===== src/rtl/imem_loader_if.sv =====
// Byte-stream handshake feeding the instruction-memory loader.
// The stream source drives the master side and the loader implements the slave side.
interface imem_loader_if;
    logic       in_valid;
    logic [7:0] in_data;
    logic       in_ready;

    modport master (output in_valid, output in_data, input in_ready);
    modport slave  (input in_valid, input in_data, output in_ready);
endinterface


===== src/rtl/imem_loader.sv =====
// Boot loader: assembles big-endian words from a byte stream, writes instruction memory,
// and releases the CPU reset only after the XOR checksum of the data bytes matches.
module imem_loader #(
    parameter logic [31:0] BASE_ADDR = 32'h0000_0000,
    parameter int          MAX_WORDS = 64
) (
    input  logic                clk,
    input  logic                areset,
    imem_loader_if.slave        s_in,
    output logic                imem_we,
    output logic [31:0]         imem_addr,
    output logic [31:0]         imem_wd,
    output logic                cpu_areset,
    output logic                load_done,
    output logic                load_error,
    output logic [15:0]         words_loaded
);

    typedef enum logic [2:0] {
        ST_HDR_HI, ST_HDR_LO, ST_DATA, ST_CSUM, ST_DONE, ST_ERROR
    } state_t;

    localparam logic [15:0] LP_MAX_WORDS = 16'(MAX_WORDS);

    state_t      r_state;
    state_t      w_next;
    logic        w_in_ready;
    logic        w_accept;
    logic [15:0] w_hdr_n;
    logic [31:0] w_word;
    logic        w_word_end;
    logic        w_last_word;

    logic [7:0]  r_n_hi;
    logic [15:0] r_n;
    logic [1:0]  r_byte_cnt;
    logic [23:0] r_asm;
    logic [7:0]  r_csum;
    logic        r_we;
    logic [31:0] r_addr;
    logic [31:0] r_wd;
    logic        r_cpu_areset;
    logic        r_done;
    logic        r_error;
    logic [15:0] r_words_loaded;

    assign w_accept      = s_in.in_valid && w_in_ready;
    assign s_in.in_ready = w_in_ready;
    assign w_hdr_n       = {r_n_hi, s_in.in_data};
    assign w_word        = {r_asm, s_in.in_data};
    assign w_word_end    = (r_byte_cnt == 2'd3);
    // words_loaded still holds the index of the word being completed
    assign w_last_word   = (r_words_loaded == (r_n - 16'd1));

    assign imem_we      = r_we;
    assign imem_addr    = r_addr;
    assign imem_wd      = r_wd;
    assign cpu_areset   = r_cpu_areset;
    assign load_done    = r_done;
    assign load_error   = r_error;
    assign words_loaded = r_words_loaded;

    // State register
    always_ff @(posedge clk or posedge areset) begin
        if (areset) begin
            r_state <= ST_HDR_HI;
        end else begin
            r_state <= w_next;
        end
    end

    // Next-state and ready decode
    always_comb begin
        w_next     = r_state;
        w_in_ready = 1'b0;
        case (r_state)
            ST_HDR_HI: begin
                w_in_ready = 1'b1;
                if (w_accept) begin
                    w_next = ST_HDR_LO;
                end else begin
                    w_next = r_state;
                end
            end
            ST_HDR_LO: begin
                w_in_ready = 1'b1;
                if (!w_accept) begin
                    w_next = r_state;
                end else if (w_hdr_n > LP_MAX_WORDS) begin
                    w_next = ST_ERROR;
                end else if (w_hdr_n == 16'd0) begin
                    w_next = ST_CSUM;
                end else begin
                    w_next = ST_DATA;
                end
            end
            ST_DATA: begin
                w_in_ready = 1'b1;
                if (w_accept && w_word_end && w_last_word) begin
                    w_next = ST_CSUM;
                end else begin
                    w_next = r_state;
                end
            end
            ST_CSUM: begin
                w_in_ready = 1'b1;
                if (!w_accept) begin
                    w_next = r_state;
                end else if (s_in.in_data == r_csum) begin
                    w_next = ST_DONE;
                end else begin
                    w_next = ST_ERROR;
                end
            end
            ST_DONE:  w_next = ST_DONE;
            ST_ERROR: w_next = ST_ERROR;
            default:  w_next = ST_ERROR;
        endcase
    end

    // Datapath: word assembly, checksum, registered write port and status flags
    always_ff @(posedge clk or posedge areset) begin
        if (areset) begin
            r_n_hi         <= 8'd0;
            r_n            <= 16'd0;
            r_byte_cnt     <= 2'd0;
            r_asm          <= 24'd0;
            r_csum         <= 8'd0;
            r_we           <= 1'b0;
            r_addr         <= BASE_ADDR;
            r_wd           <= 32'd0;
            r_cpu_areset   <= 1'b1;
            r_done         <= 1'b0;
            r_error        <= 1'b0;
            r_words_loaded <= 16'd0;
        end else begin
            r_we         <= 1'b0;
            r_done       <= (w_next == ST_DONE);
            r_error      <= (w_next == ST_ERROR);
            r_cpu_areset <= (w_next != ST_DONE);
            if (w_accept) begin
                case (r_state)
                    ST_HDR_HI: r_n_hi <= s_in.in_data;
                    ST_HDR_LO: r_n    <= w_hdr_n;
                    ST_DATA: begin
                        r_asm      <= w_word[23:0];
                        r_csum     <= r_csum ^ s_in.in_data;
                        r_byte_cnt <= r_byte_cnt + 2'd1;
                        if (w_word_end) begin
                            r_we           <= 1'b1;
                            r_addr         <= BASE_ADDR + {14'd0, r_words_loaded, 2'd0};
                            r_wd           <= w_word;
                            r_words_loaded <= r_words_loaded + 16'd1;
                        end
                    end
                    default: begin
                    end
                endcase
            end
        end
    end

endmodule


===== src/flat_wrapper.sv =====
// flat-port wrapper written by rule: the top's interface ports become plain ports
module imem_loader_flat 
#(
    parameter logic [31:0] BASE_ADDR = 32'h0000_0000,
    parameter int          MAX_WORDS = 64
)
  (clk, areset, imem_we, imem_addr, imem_wd, cpu_areset, load_done, load_error, words_loaded, s_in_in_valid, s_in_in_data, s_in_in_ready);
  imem_loader_if s_in_i ();
  input  logic clk;
  input  logic areset;
  output logic imem_we;
  output logic [31:0] imem_addr;
  output logic [31:0] imem_wd;
  output logic cpu_areset;
  output logic load_done;
  output logic load_error;
  output logic [15:0] words_loaded;
  input wire logic [$bits(s_in_i.in_valid)-1:0] s_in_in_valid;
  input wire logic [$bits(s_in_i.in_data)-1:0] s_in_in_data;
  output wire logic [$bits(s_in_i.in_ready)-1:0] s_in_in_ready;
  assign s_in_i.in_valid = s_in_in_valid;
  assign s_in_i.in_data = s_in_in_data;
  assign s_in_in_ready = s_in_i.in_ready;
  imem_loader #(.BASE_ADDR(BASE_ADDR), .MAX_WORDS(MAX_WORDS)) u_core (.clk(clk), .areset(areset), .s_in(s_in_i), .imem_we(imem_we), .imem_addr(imem_addr), .imem_wd(imem_wd), .cpu_areset(cpu_areset), .load_done(load_done), .load_error(load_error), .words_loaded(words_loaded));
endmodule

===== config.mk =====
export PLATFORM = sky130hd
export DESIGN_NAME = imem_loader_flat
export DESIGN_NICKNAME = d
export VERILOG_FILES = /design/src/rtl/imem_loader_if.sv /design/src/rtl/imem_loader.sv /design/src/flat_wrapper.sv
export SDC_FILE = /design/constraint.sdc
export NUM_CORES = 1
export LEC_CHECK = 0
export ABC_AREA = 0
export CORE_ASPECT_RATIO = 1.25
export CORE_UTILIZATION = 46
export DETAILED_ROUTE_END_ITERATION = 7
export DONT_BUFFER_PORTS = 1
export PLACE_DENSITY = 0.6
export SLEW_MARGIN = 10
export SYNTH_ARGS = -nofsm -noshare
export SYNTH_HDL_FRONTEND = slang
export SYNTH_SLANG_ARGS = --single-unit

===== constraint.sdc =====
create_clock -name clk -period 8.1 [get_ports clk]
set_input_delay 1.215 -clock clk [delete_from_list [all_inputs] [get_ports clk]]
set_output_delay 1.215 -clock clk [all_outputs]
set_load 0.01 [all_outputs]

==> results_dict.tcl, run 1 <==
set metrics [dict create \
    timing.final.crit_period_ps 3260 \
    timing.max_slew.rel_slack_pct 23.4 \
    vdd.ir_drop.worst_uv 149 \
    global_route.usage.total_pct 18.7 \
    gr-total-overflow 0 \
    place.gp.congestion 0.789 \
    critPathCaptureType "register" \
    numPortBuffers 0 \
    yosysSeqAreaShare_pct 57.1 \
    grt_pass1_wl_um 18000 \
    synth-seq-cells 129 \
    tightest_slew_ps 1140 \
    crit_arrival_ps 3550 \
    syn-instance-count 480 \
    power.clock.fraction_pct 53.2 \
    critPathLaunchType "input pin" \
    clock-sinks 129 \
    cp_max_fo 37 \
    remaining_drc_errors 0 \
    drv_cap 0 \
    wl_um 10800 \
    postCtsSetupRepairBufs 0 \
    rsz_0062_raised_after_global_routing "false" \
    p_per_area_nw_per_um2 231 \
    cts_inserted_buffers 17 \
    synth_enable_flop_cells 0 \
    layout-area-overhead-vs-synth_pct 12.8 \
    cts-root-to-sink-buffers 2 \
    ctsResizeCount 0 \
    fin_nets 498 \
    fraction_of_final_layout_cells_sized_beyond_drive_strength_1_pct 22.9 \
    fin_crit_sh_pct 40.2 \
    worst_clock_skew_ps 8.83 \
    clk_pin_slew_worst_paths_ps 60 \
    dp_hpwl_um 7480 \
    die-area_sq_um 12800 \
    boundaryPins 96 \
    worst_hold_path_class "reg -> reg" \
    cts_htree_levels 4 \
    worstSetupPathType "in -> reg" \
    power.share.switching_pct 21.6 \
    worst_ep_required_time_ps 8390 \
    postSynthAreaPerCell_sq_um 11.8 \
    yosysWarnings 0 \
    antenna_found_initial 0 \
    drtPass1Iterations 4 \
    cts_hold_buf 0 \
    total_switching_power_mw 0.320 \
    setup_tns_ps 0 \
    status "completed" \
    synth_cell_types 45 \
    antenna_cells_inserted 0 \
    clk-insertion-delay-late_ps 410 \
    chipWidth_um 101 \
    power.sequential.fraction_pct 44.3 \
    hold_violations 0 \
    route.detailed.wl_per_inst_um 16.4 \
    avgViaCountPerCell 5.21 \
    rows 44 \
    number_of_global_route_vias_before_repair 3542 \
    iter_0_drt_violations 157 \
    grt_max_degree 71 \
    power.combinational.fraction_pct 2.5 \
    p_total_mw 1.48 \
    antenna_violating_nets_post_route 0 \
    slew_viol_final 0 \
    hold_slack_ps 477 \
    cts_tree "done" \
    num-fill-cells 1051 \
    setup_viol 0 \
    leakage_nw 3.13 \
    cellInternalPower_mw 1.16 \
    async_flop_share_pct 100 \
    initial_core_util_pct 48.0 \
    clk_root_buffer_cell "clkbuf_16" \
    synth_top_flop_cell "dfrtp_1" \
    fmax_mhz 307 \
    syn-cell-area_sq_um 5660 \
    die_height_um 126 \
    core_area_sq_um 11800 \
    via_count 3431 \
]
registers in the layout, summed over array words and instances, names as in the netlist:
| name | count |
|---|---|
| u_core.r_asm | 24 |
| u_core.imem_we | 1 |
| u_core.r_byte_cnt | 2 |
| u_core.load_done | 1 |
| u_core.r_n_hi | 8 |
| u_core.r_state | 3 |
| u_core.imem_addr | 16 |
| u_core.cpu_areset | 1 |
| u_core.r_n | 16 |
| u_core.imem_wd | 32 |
| u_core.words_loaded | 16 |
| u_core.load_error | 1 |
| u_core.r_csum | 8 |
placed cells by master (no fill, tap or decap), drive strengths merged, types with 4 or more instances in the layout:
cell      instances
nor4              6
xor2             15
nand3             9
mux2             70
conb             16
or4               4
or3               4
nand4             6
clkinvlp          4
dfrtp           128
clkbuf           18
nor3             10
inv              13
nand2            91
o21ai             8
nor2             10
a31oi             5
xnor2            36
cells in the mapped netlist (5+ instances only):
cell / count / area share [%]
clkbuf_1: 13 / 0.86
a31oi_1: 5 / 0.55
nor2_1: 10 / 0.66
nor3_1: 10 / 0.88
xor2_1: 15 / 2.3
buf_4: 16 / 2.1
nor4_1: 6 / 0.66
xnor2_1: 36 / 5.6
o21ai_0: 8 / 0.71
dfrtp_1: 128 / 57
mux2_2: 70 / 14
inv_1: 8 / 0.53
nand4_1: 6 / 0.66
nand3_1: 9 / 0.80
nand2_1: 91 / 6.0
metal layers:
| layer | track usage [%] | part of all wire, % | wire length [um] | vias to the layer above |
|---|---|---|---|---|
| li1 | - | - | - | 1618 |
| met1 | 22.3 | 42 | 4540 | 1714 |
| met2 | 30.8 | 51 | 5550 | 90 |
| met3 | 6.49 | 5.5 | 598 | 9 |
| met4 | 6.91 | 1.1 | 116 | 0 |
| met5 | 0 | 0 | 0 | - |
stage by stage:
stage / instance area (sq um) / util [%] / instances / setup slack, ps
6_report: 6390 / 54.2 / 658 / 4840
5_1_grt: 6390 / 54.2 / 658 / 4660
4_1_cts: 6390 / 54.2 / 658 / 4830
3_5_place_dp: 5770 / 49.0 / 626 / 4380
3_3_place_gp: 5770 / 49.0 / 626 / 4460
2_1_floorplan: 5720 / - / 495 / 3450
power by group through the flow:
stage | combinational [mW] | clock [mW] | sequential (mW)
floorplan | 0.0368 | 0 | 0.664
global placement | 0.0367 | 0 | 0.666
detailed placement | 0.0378 | 0 | 0.666
CTS | 0.0379 | 0.805 | 0.654
global route | 0.0429 | 0.836 | 0.655
finish | 0.0367 | 0.786 | 0.655
critical path, cell delays in order:
cell and delay [ps]:
nor4bb_4 160, buf_4 340, nand2_2 570, inv_1 790, mux2_2 410
logic make-up (layout without fill, tap and decap cells):
logic type                 count (synthesis)  in the layout  synth area share (%)
AOI/OAI and AO/OA                         23             23                  2.63
adders and majority gates                  3              3                 0.663
other                                      1             16                0.0662
DFF                                      129            129                  57.1
muxes                                     71             71                  14.1
and+or+nand+nor                          161            161                  13.6
xor gates and xnor gates                  51             51                  7.89
buffers and inverters                     41             43                  3.96
path summary, 6_finish.rpt:
kind,startpoint,to,slack (ps),cells after the start
setup reg to reg,u_core.r_state[1]$_DFF_PP0_,u_core.imem_wd[31]$_DFFE_PP0P_,5040,5
setup / recovery,s_in_in_valid,u_core.imem_wd[31]$_DFFE_PP0P_,4840,5
hold reg to reg,u_core.r_byte_cnt[0]$_DFFE_PP0P_,u_core.r_byte_cnt[0]$_DFFE_PP0P_,480,1
min in group asynchronous,areset,u_core.imem_wd[29]$_DFFE_PP0P_,730,1
max in group asynchronous,areset,u_core.r_asm[21]$_DFFE_PP0P_,6090,2
hold / removal,u_core.r_byte_cnt[0]$_DFFE_PP0P_,u_core.r_byte_cnt[0]$_DFFE_PP0P_,480,1
area by class of cell:
type	count	area [sq um]	share of cell area (%)
clock buffers	18	439	6.88
repair buffers	3	22.5	0.353
multi-input cells	325	2280	35.7
flip-flops and latches	129	3230	50.6
well taps	161	201	3.15
clock inverters	14	178	2.78
inverters	8	35.0	0.549
No activity file was read; power rests on OpenSTA's default activity.
==> inputs of run 2 (changes only) <==
- clock period: 8.1 -> 3.2 ns (I/O delays scaled with it)
==> run 2 against run 1 <==
Compared with the run above: utilization is 0.42 points higher; sequential share of layout area fell by 0.39 points; critical path depth increased by 2; flip-flop and latch count unchanged; via count up 0.61%; total power grew to 2.6 times the previous value; routed wire length up 6.1%; clock-buffer cell count grew 1; first-iteration DRC count grew 33%; combinational power rose to 2.6 times the previous value; critical endpoint is now u_core.r_state[0]$_DFF_PP0_; worst hold slack worse by 260 ps.
==> results_dict.tcl, run 2 (synthesis gave the netlist of run 1 again) <==
set metrics [dict create \
    wl_um 11500 \
    clk-insertion-delay-late_ps 420 \
    grtUsageMet1_pct 24.9 \
    critPathCaptureType "register" \
    fin_crit_sh_pct 77.6 \
    drtPass1Iterations 4 \
    timing.final.crit_period_ps 2480 \
    globalRoute.busiestLayer "met2" \
    min_delay_path_depth 1 \
    numPortBuffers 0 \
    design_area_sq_um 6440 \
    global_route.usage.total_pct 20.0 \
    setup_viol 0 \
    dp_hpwl_um 7770 \
    clock-sinks 129 \
    initial_core_util_pct 48.0 \
    hold_violations 0 \
    grt_pass1_wl_um 19200 \
    setup_tns_ps 0 \
    rows 44 \
    setup.reg_to_reg.worst_slack_ps 720 \
    worst_ep_required_time_ps 3520 \
    clk_pin_slew_worst_paths_ps 60 \
    cts_inserted_buffers 17 \
    worst_clock_skew_ps 16.1 \
    postCtsSetupRepairBufs 0 \
    layout-area-overhead-vs-synth_pct 13.7 \
    drv_cap 0 \
    grtUsageMet2_pct 31.9 \
    fraction_of_final_layout_cells_sized_beyond_drive_strength_1_pct 23.3 \
    worstSetupPathType "reg -> reg" \
    rsz_0062_raised_after_global_routing "false" \
    max_ffs_per_register 32 \
    critPathLaunchType "register" \
    place.gp.congestion 0.860 \
    status "completed" \
    clk_root_buffer_cell "clkbuf_16" \
    slew_viol_final 0 \
    grt_max_degree 67 \
    layout.cells.most_common "dfrtp_1" \
    use_met3_pct 6.38 \
    tightest_slew_ps 818 \
    die_height_um 126 \
    leakage_nw 3.16 \
    final_core_util_pct 54.6 \
    worst_hold_path_class "in -> reg" \
    avgViaCountPerCell 5.21 \
    cts_tree "done" \
    core_area_sq_um 11800 \
    rr_worst_depth 7 \
    num-fill-cells 1041 \
    p_per_area_nw_per_um2 589 \
    chipWidth_um 101 \
    fin_nets 503 \
    commonest_cells_after_routing_fill_and_taps_aside "dfrtp_1 (128), nand2_1 (90), mux2_2 (70)" \
    fmax_mhz 402 \
    timing.max_slew.rel_slack_pct 45.5 \
    antenna_found_initial 0 \
    boundaryPins 96 \
    cts-root-to-sink-buffers 2 \
    cts_htree_levels 4 \
    number_of_global_route_vias_before_repair 3651 \
    via_count 3452 \
    crit_arrival_ps 2800 \
    die-area_sq_um 12800 \
    remaining_drc_errors 0 \
    ctsResizeCount 0 \
    antenna_cells_inserted 0 \
    iter_0_drt_violations 209 \
    cp_max_fo 5 \
    route.detailed.wl_per_inst_um 17.3 \
    vdd.ir_drop.worst_uv 321 \
    gr-total-overflow 0 \
    antenna_violating_nets_post_route 0 \
    place_area_sq_um 5800 \
]
==> run 2: changes by cell type in the layout (fill, tap and decap cells not counted), sizes merged <==
cell,previous run,this run
inv,13,8
buf,3,7
clkinv,2,6
bufinv,3,4
clkbuf,18,19
clkinvlp,4,3
dlygate4sd3,0,1
==> run 2: report_power, final <==
part / switching [mW] / internal, mW / total [mW]
clock: 0.714 / 1.32 / 2.04
combinational: 0.0637 / 0.0318 / 0.0955
sequential: 0.0143 / 1.64 / 1.66
total: 0.792 / 3.00 / 3.79
==> run 2: critical path, stage by stage (launching register included) <==
cell and delay [ps]:
dfrtp_1 400, inv_1 100, ha_1 210, or3b_2 500, or4_1 480, a222oi_1 280
o2111ai_1 160, o31ai_1 280
==> run 2: per-stage QoR <==
stage | hold slack (ps) | power, mW | setup slack, ps | cells
after floorplan | 440 | 1.77 | 921 | 495
after global placement | 259 | 1.78 | 718 | 630
after detailed placement | 260 | 1.78 | 754 | 630
after CTS | 201 | 3.83 | 706 | 663
after global routing | 200 | 3.93 | 557 | 663
final | 213 | 3.79 | 715 | 663
==> run 2: final timing paths <==
path	from	end
setup / recovery	u_core.r_n[0]$_DFFE_PP0P_	u_core.r_state[0]$_DFF_PP0_
hold / removal	s_in_in_data[6]	u_core.r_n[6]$_DFFE_PP0P_
setup reg to reg	u_core.r_n[0]$_DFFE_PP0P_	u_core.r_state[0]$_DFF_PP0_
hold reg to reg	u_core.r_asm[21]$_DFFE_PP0P_	u_core.r_asm[21]$_DFFE_PP0P_
max in group asynchronous	areset	u_core.imem_addr[5]$_DFFE_PP0P_
min in group asynchronous	areset	u_core.imem_wd[30]$_DFFE_PP0P_
==> run 2: metal layers <==
| metal | share of wire (%) | wire length, um |
|---|---|---|
| met5 | 0 | 0 |
| met4 | 2.5 | 288 |
| met3 | 5.1 | 581 |
| met2 | 50 | 5750 |
| met1 | 42 | 4830 |
==> run 2: cell type report <==
type	count	area, sq um	area share, %
clock buffers	19	443	6.88
clock inverters	13	185	2.88
multi-input cells	325	2280	35.4
well taps	161	201	3.13
inverters	8	33.8	0.525
repair buffers	8	62.6	0.972
flip-flops and latches	129	3230	50.2
==> run 2: timing repair <==
item | CTS | global route
hold buffers | 1 | 0
hold endpoints to repair | 5 | 0
setup endpoints to repair | 0 | 0
